File: src/rtl/frame_decoder_if.sv
`default_nettype none
// +----------------------------------------------------------------------+
// | frame_decoder_if : controller byte link and sample handshake bundle  |
// | Rev 1.0                                                              |
// +----------------------------------------------------------------------+
interface frame_decoder_if #(
  parameter int SAMPLE_BYTES = 1,
  parameter int FIFO_DEPTH   = 16
);
  localparam int SW = 8 * SAMPLE_BYTES;
  localparam int LW = $clog2(FIFO_DEPTH) + 1;

  logic [7:0]    data_rx;
  logic          rx;
  logic [7:0]    data_tx;
  logic          tx;
  logic [SW-1:0] sample;
  logic          sample_valid;
  logic          sample_ready;
  logic [7:0]    ctrl;
  logic [LW-1:0] fifo_level;
  logic          overflow;

  modport master (
    output data_rx, rx, sample_ready,
    input  data_tx, tx, sample, sample_valid, ctrl, fifo_level, overflow
  );

  modport slave (
    input  data_rx, rx, sample_ready,
    output data_tx, tx, sample, sample_valid, ctrl, fifo_level, overflow
  );
endinterface
`default_nettype wire

File: src/rtl/frame_decoder.sv
`default_nettype none
// +----------------------------------------------------------------------+
// | frame_decoder : parses SYNC/CTRL/LEN/payload frames into samples     |
// | buffered in a first-word-fall-through FIFO.            Rev 1.0       |
// +----------------------------------------------------------------------+
module frame_decoder #(
  parameter logic [7:0] SYNC_WORD    = 8'hFF,
  parameter logic [7:0] ACK_WORD     = 8'hA5,
  parameter int         SAMPLE_BYTES = 1,
  parameter int         FIFO_DEPTH   = 16
) (
  input  wire logic       clk,
  input  wire logic       rst,
  frame_decoder_if.slave  bus
);
  localparam int SW = 8 * SAMPLE_BYTES;
  localparam int LW = $clog2(FIFO_DEPTH) + 1;
  localparam int PW = $clog2(FIFO_DEPTH);
  localparam logic [1:0]    C_LAST_BYTE = 2'(SAMPLE_BYTES - 1);
  localparam logic [LW-1:0] C_FULL_LVL  = LW'(FIFO_DEPTH);

  typedef enum logic [2:0] {
    S_IDLE    = 3'd0,
    S_CTRL    = 3'd1,
    S_LEN     = 3'd2,
    S_PAYLOAD = 3'd3,
    S_STATUS  = 3'd4
  } state_e;

  state_e        state_q, state_d;
  logic [7:0]    ctrl_q, ctrl_d;
  logic [7:0]    len_q, len_d;
  logic [1:0]    byte_cnt_q, byte_cnt_d;
  logic [7:0]    samp_cnt_q, samp_cnt_d;
  logic [6:0]    drop_cnt_q, drop_cnt_d;
  logic [6:0]    drop_next;
  logic [SW-1:0] assem_q, assem_d;
  logic [SW-1:0] w_shift;
  logic          tx_q, tx_d;
  logic [7:0]    data_tx_q, data_tx_d;
  logic          overflow_q, overflow_d;
  logic          push_req;

  logic [SW-1:0] mem_q [FIFO_DEPTH];
  logic [PW-1:0] wr_ptr_q, rd_ptr_q;
  logic [LW-1:0] level_q, level_d;
  logic          valid_q;
  logic          w_full, w_push, w_pop;

  // Big-endian assembly: earlier bytes move toward the MSBs.
  assign w_shift = (assem_q << 8) | SW'(bus.data_rx);
  assign w_full  = (level_q == C_FULL_LVL);
  assign w_push  = push_req && !w_full;
  assign w_pop   = valid_q && bus.sample_ready;
  assign level_d = level_q + LW'(w_push) - LW'(w_pop);

  always_comb begin
    state_d    = state_q;
    ctrl_d     = ctrl_q;
    len_d      = len_q;
    byte_cnt_d = byte_cnt_q;
    samp_cnt_d = samp_cnt_q;
    drop_cnt_d = drop_cnt_q;
    drop_next  = (drop_cnt_q == 7'h7F) ? drop_cnt_q : drop_cnt_q + 7'd1;
    assem_d    = assem_q;
    tx_d       = 1'b0;
    data_tx_d  = data_tx_q;
    overflow_d = overflow_q;
    push_req   = 1'b0;
    case (state_q)
      S_IDLE: begin
        if (bus.rx && bus.data_rx == SYNC_WORD) state_d = S_CTRL;
      end
      S_CTRL: begin
        if (bus.rx) begin
          ctrl_d  = bus.data_rx;
          state_d = S_LEN;
        end
      end
      S_LEN: begin
        if (bus.rx) begin
          len_d     = bus.data_rx;
          tx_d      = 1'b1;
          data_tx_d = ACK_WORD;
          if (bus.data_rx == 8'd0) begin
            state_d = S_IDLE;
          end else begin
            byte_cnt_d = 2'd0;
            samp_cnt_d = 8'd0;
            drop_cnt_d = 7'd0;
            assem_d    = '0;
            state_d    = S_PAYLOAD;
          end
        end
      end
      S_PAYLOAD: begin
        if (bus.rx) begin
          assem_d = w_shift;
          if (byte_cnt_q == C_LAST_BYTE) begin
            byte_cnt_d = 2'd0;
            push_req   = 1'b1;
            samp_cnt_d = samp_cnt_q + 8'd1;
            if (w_full) begin
              overflow_d = 1'b1;
              drop_cnt_d = drop_next;
            end
            // Status goes out the cycle after the final byte, so form it now.
            if (samp_cnt_q + 8'd1 == len_q) begin
              state_d   = S_STATUS;
              tx_d      = 1'b1;
              data_tx_d = {(drop_cnt_d != 7'd0), drop_cnt_d};
            end
          end else begin
            byte_cnt_d = byte_cnt_q + 2'd1;
          end
        end
      end
      S_STATUS: state_d = S_IDLE;
      default:  state_d = S_IDLE;
    endcase
  end

  always_ff @(posedge clk) begin
    if (rst) begin
      state_q    <= S_IDLE;
      ctrl_q     <= 8'd0;
      len_q      <= 8'd0;
      byte_cnt_q <= 2'd0;
      samp_cnt_q <= 8'd0;
      drop_cnt_q <= 7'd0;
      assem_q    <= '0;
      tx_q       <= 1'b0;
      data_tx_q  <= 8'd0;
      overflow_q <= 1'b0;
    end else begin
      state_q    <= state_d;
      ctrl_q     <= ctrl_d;
      len_q      <= len_d;
      byte_cnt_q <= byte_cnt_d;
      samp_cnt_q <= samp_cnt_d;
      drop_cnt_q <= drop_cnt_d;
      assem_q    <= assem_d;
      tx_q       <= tx_d;
      data_tx_q  <= data_tx_d;
      overflow_q <= overflow_d;
    end
  end

  always_ff @(posedge clk) begin
    if (rst) begin
      wr_ptr_q <= '0;
      rd_ptr_q <= '0;
      level_q  <= '0;
      valid_q  <= 1'b0;
    end else begin
      if (w_push) wr_ptr_q <= wr_ptr_q + PW'(1);
      if (w_pop)  rd_ptr_q <= rd_ptr_q + PW'(1);
      level_q <= level_d;
      valid_q <= (level_d != '0);
    end
  end

  always_ff @(posedge clk) begin
    if (w_push) mem_q[wr_ptr_q] <= w_shift;
  end

  assign bus.data_tx      = data_tx_q;
  assign bus.tx           = tx_q;
  assign bus.sample       = mem_q[rd_ptr_q];
  assign bus.sample_valid = valid_q;
  assign bus.ctrl         = ctrl_q;
  assign bus.fifo_level   = level_q;
  assign bus.overflow     = overflow_q;
endmodule
`default_nettype wire

File: src/flat_wrapper.sv
// flat-port wrapper written by rule: the top's interface ports become plain ports
module frame_decoder_flat 
#(
  parameter logic [7:0] SYNC_WORD    = 8'hFF,
  parameter logic [7:0] ACK_WORD     = 8'hA5,
  parameter int         SAMPLE_BYTES = 1,
  parameter int         FIFO_DEPTH   = 16
)
  (clk, rst, bus_data_rx, bus_rx, bus_sample_ready, bus_data_tx, bus_tx, bus_sample, bus_sample_valid, bus_ctrl, bus_fifo_level, bus_overflow);
  frame_decoder_if #(.SAMPLE_BYTES(SAMPLE_BYTES), .FIFO_DEPTH(FIFO_DEPTH)) bus_i ();
  input  wire logic clk;
  input  wire logic rst;
  input wire logic [$bits(bus_i.data_rx)-1:0] bus_data_rx;
  input wire logic [$bits(bus_i.rx)-1:0] bus_rx;
  input wire logic [$bits(bus_i.sample_ready)-1:0] bus_sample_ready;
  output wire logic [$bits(bus_i.data_tx)-1:0] bus_data_tx;
  output wire logic [$bits(bus_i.tx)-1:0] bus_tx;
  output wire logic [$bits(bus_i.sample)-1:0] bus_sample;
  output wire logic [$bits(bus_i.sample_valid)-1:0] bus_sample_valid;
  output wire logic [$bits(bus_i.ctrl)-1:0] bus_ctrl;
  output wire logic [$bits(bus_i.fifo_level)-1:0] bus_fifo_level;
  output wire logic [$bits(bus_i.overflow)-1:0] bus_overflow;
  assign bus_i.data_rx = bus_data_rx;
  assign bus_i.rx = bus_rx;
  assign bus_i.sample_ready = bus_sample_ready;
  assign bus_data_tx = bus_i.data_tx;
  assign bus_tx = bus_i.tx;
  assign bus_sample = bus_i.sample;
  assign bus_sample_valid = bus_i.sample_valid;
  assign bus_ctrl = bus_i.ctrl;
  assign bus_fifo_level = bus_i.fifo_level;
  assign bus_overflow = bus_i.overflow;
  frame_decoder #(.SYNC_WORD(SYNC_WORD), .ACK_WORD(ACK_WORD), .SAMPLE_BYTES(SAMPLE_BYTES), .FIFO_DEPTH(FIFO_DEPTH)) u_core (.clk(clk), .rst(rst), .bus(bus_i));
endmodule
File: config.mk
export PLATFORM = sky130hd
export DESIGN_NAME = frame_decoder_flat
export DESIGN_NICKNAME = d
export VERILOG_FILES = /design/src/rtl/frame_decoder_if.sv /design/src/rtl/frame_decoder.sv /design/src/flat_wrapper.sv
export SDC_FILE = /design/constraint.sdc
export NUM_CORES = 1
export LEC_CHECK = 0
export ABC_AREA = 1
export CORE_MARGIN = 1
export CORE_UTILIZATION = 32
export CTS_BUF_LIST = sky130_fd_sc_hd__clkbuf_8
export CTS_CLUSTER_DIAMETER = 40
export DETAILED_ROUTE_END_ITERATION = 12
export DONT_BUFFER_PORTS = 1
export SLEW_MARGIN = 0
export SYNTH_ARGS = -nofsm -noshare
export SYNTH_HDL_FRONTEND = slang
export SYNTH_SLANG_ARGS = --single-unit
export TNS_END_PERCENT = 10
File: constraint.sdc
create_clock -name clk -period 3.4 [get_ports clk]
set_input_delay 0.51 -clock clk [delete_from_list [all_inputs] [get_ports clk]]
set_output_delay 0.51 -clock clk [all_outputs]
set_load 0.005 [all_outputs]
==> results by group <==
Run status
  – Status: completed

Place
  – Port bufs: 0
  – DP HPWL: 12,400 um
  – Placed cells: 1,137
  – Final RePlAce weighted congestion: 0.849
  – Dpl ws: 764 ps
  – Placed Area: 0.00879 sq mm

Clocking
  – TritonCTS clock tree: built
  – Root buffer cell: clkbuf_8
  – CTS Hold Bufs: 0
  – Clock latency on the worst-skew pair: 460 ps
  – Reg clk slew, reported paths: 100 ps
  – Post-cts resize count: 0
  – H-tree depth: 4
  – Post-CTS Setup Inserts: 0
  – CTS Buffer Depth: 2
  – CTS sink count: 192
  – CTS Buf Count: 17

Worst setup path
  – RR Endpoint: u_core.mem_q[1][1]$_DFFE_PP_
  – CP max stage cell: dfxtp_4
  – Crit path cell chain: buf_12 > mux2i_1 > o21ai_0 > o211ai_1 > nand2_1
  – Worst path top cell family by delay: flip-flops
  – Flop-to-flop setup slack: 770 ps
  – Buf+Inv Stages, Crit Path: 1
  – CP Data Arrival Time: 2200 ps
  – Setup Crit Path Kind: reg2out
  – CP Capture Type: primary output
  – CP Launch Type: register
  – Critical R2R Launch: u_core.state_q[2]$_SDFFE_PP0P_
  – R2R depth: 7
  – CP Max Fanout: 61
  – CP max stage delay: 650 ps
  – CP Data Required Time: 2890 ps

Detailed routing
  – Vias per cell: 4.89
  – Number of DRC markers in iteration 0: 443
  – Vias: 5,713
  – Post-route ant nets: 0
  – Post-Route WL: 18,800 um
  – Total iterations of the first detailed-routing run: 5
  – Drt drc: 0
  – Drt wl/cell: 16.1 um

Timing
  – Fin crit share: 79.6%
  – Final Slew Violations: 0
  – Peak Freq: 0.370 GHz
  – Worst Max-Slew Pin Slew: 1030 ps
  – Slew headroom: 31.2%
  – Final hold vios: 0
  – Minimum clock period: 2710 ps
  – Final setup viols: 0
  – Setup ws final: 694 ps
  – RSZ-0062 raised after global routing: no
  – Final Skew: 16.7 ps
  – Fin Setup TNS: 0 ps

Global route
  – Total grt overflow: 0
  – GRT Overall Usage: 14.6%
  – Number of global-route vias before repair: 5,627
  – Initial antenna violation count: 0
  – Largest net degree at the start of global routing: 62
  – First-pass GRT wire length: 30,200 um

Worst hold path
  – Hold path start: rst
  – Hold Path Depth: 1
  – Worst Hold Class: in2reg
  – Hold EP: u_core.bus.sample_valid$_SDFF_PP0_

Die
  – I/O pin total: 44
  – Core footprint: 0.0261 sq mm
  – Full die area: 0.0272 sq mm
  – Die Y: 165 um
  – # rows: 59
  – Chip width: 165 um
  – Starting Density: 32.6%

Cells and area
  – Final net count: 849
  – Most common cell after layout, fill and taps aside: edfxtp_1
  – FILL cells: 2,596
  – Fin cells: 1,168
  – Final instance area: 0.00918 sq mm
  – Share of layout cells above drive strength 1: 6.96%
  – Most frequent cells in the layout: edfxtp_1 (128), nand2_1 (117), inv_1 (98), a21oi_1 (81), dfxtp_1 (63)
  – Diode count: 0
  – Synth-to-layout area growth: 8.20%

Power
  – PD cells: 530 mW/mm^2
  – Worst VDD drop: 0.367 mV
  – Pleak: 3.17 nW
  – Total Power: 4.87 mW

Synth
  – FF+latch count, synth: 192
  – Yosys warns: 0
  – Syn nets: 862
  – Post-Synthesis Cells: 834
  – Netlist cell types: 38
  – Synth Cell Area: 0.00848 sq mm
  – Synth Area per Inst: 10.2 sq um
  – Sequential fraction of the synthesis area: 60.4%

Run
  – Number of max-cap violations: 0
==> worst max-delay path by stage <==
stage                                                     to  slack [ps]  cells past startpoint
after global placement          u_core.mem_q[2][3]$_DFFE_PP_         870                      8
after detailed placement        u_core.mem_q[1][5]$_DFFE_PP_         760                      8
final                                          bus_sample[3]         690                      5
after global routing            u_core.mem_q[1][1]$_DFFE_PP_         440                      7
after CTS                                      bus_sample[3]         670                      5
after floorplan           u_core.bus.sample_valid$_SDFF_PP0_        1020                     13
==> worst reg2reg max path, cell delays in order, from the launching register on <==
cell and delay, ps:
dfxtp_1 330, inv_1 90, nand2_1 110, nor2_4 220, nand3_1 200, nor2_2 370, nand2_1 270, nor2_1 660
==> routing by layer <==
metal / part of all wire [%] / wire length, um / track usage, % / vias to the layer above
met4: 1.4 / 262 / 4.38 / 0
li1: - / - / - / 2844
met2: 45 / 8490 / 22.7 / 137
met5: 0 / 0 / 0 / -
met3: 6.7 / 1260 / 4.37 / 21
met1: 47 / 8760 / 19.6 / 2711
==> area by class of cell <==
class	count	area (sq um)	area share (%)
clock inverter	14	156	1.70
sequential	192	5130	55.9
multi-input combinational	506	2820	30.8
timing repair buffer	4	42.5	0.463
tap	335	419	4.57
inverter	100	375	4.09
clock buffer	17	234	2.55
==> cells in the mapped netlist (all sizes together) <==
cell | number | share of area [%]
o211ai | 33 | 2.9
inv | 99 | 4.4
dfxtp | 64 | 15
nand3 | 56 | 3.5
a221oi | 1 | 0.10
nor4 | 1 | 0.15
edfxtp | 128 | 45
nand2 | 121 | 5.5
xor2 | 5 | 0.52
xnor2 | 3 | 0.31
o21bai | 1 | 0.089
or2 | 3 | 0.22
a211oi | 2 | 0.18
fa | 1 | 0.24
clkbuf | 19 | 0.84
ha | 15 | 2.2
and3 | 1 | 0.074
clkinv | 1 | 0.044
a21oi | 81 | 4.8
mux2i | 32 | 3.8
a31oi | 2 | 0.15
nor3 | 8 | 0.47
buf | 17 | 1.0
o21ai | 60 | 3.5
a22oi | 1 | 0.089
a21boi | 1 | 0.089
nand4 | 8 | 0.77
nor2 | 70 | 3.6
==> logic make-up (layout without fill, tap and decap cells) <==
kind of cell	count (synthesis)	in the layout	synth area share, %
compound gates	182	182	11.9
xor+xnor	8	8	0.826
fa+ha+maj	16	16	2.45
buf+inv	136	135	6.31
flops	192	192	60.4
mux	32	32	3.78
simple gates	268	268	14.3
==> flip-flops by register name, summed over array words and instances, names as in the netlist, 2 cells and up, named ones only <==
signal and cells:
u_core.mem_q 128, u_core.bus.ctrl 8, u_core.bus.data_tx 8, u_core.len_q 8, u_core.samp_cnt_q 8, u_core.drop_cnt_q 7, u_core.bus.fifo_level 5, u_core.rd_ptr_q 4
u_core.wr_ptr_q 4, u_core.state_q 3, u_core.byte_cnt_q 2
==> through the flow <==
| stage | hold WS (ps) | utilization [%] |
|---|---|---|
| after floorplan | 444 | - |
| after global placement | 466 | 33.7 |
| after detailed placement | 466 | 33.7 |
| after CTS | 73.6 | 35.2 |
| after global routing | 73.4 | 35.2 |
| final | 111 | 35.2 |
==> power by group <==
group | leakage, nW | internal [mW] | switching [mW]
registers | 1.67 | 2.54 | 0.0817
clock network | 0.203 | 0.667 | 0.850
logic | 1.29 | 0.274 | 0.448
Note: power is estimated with default switching activity, not from simulation.
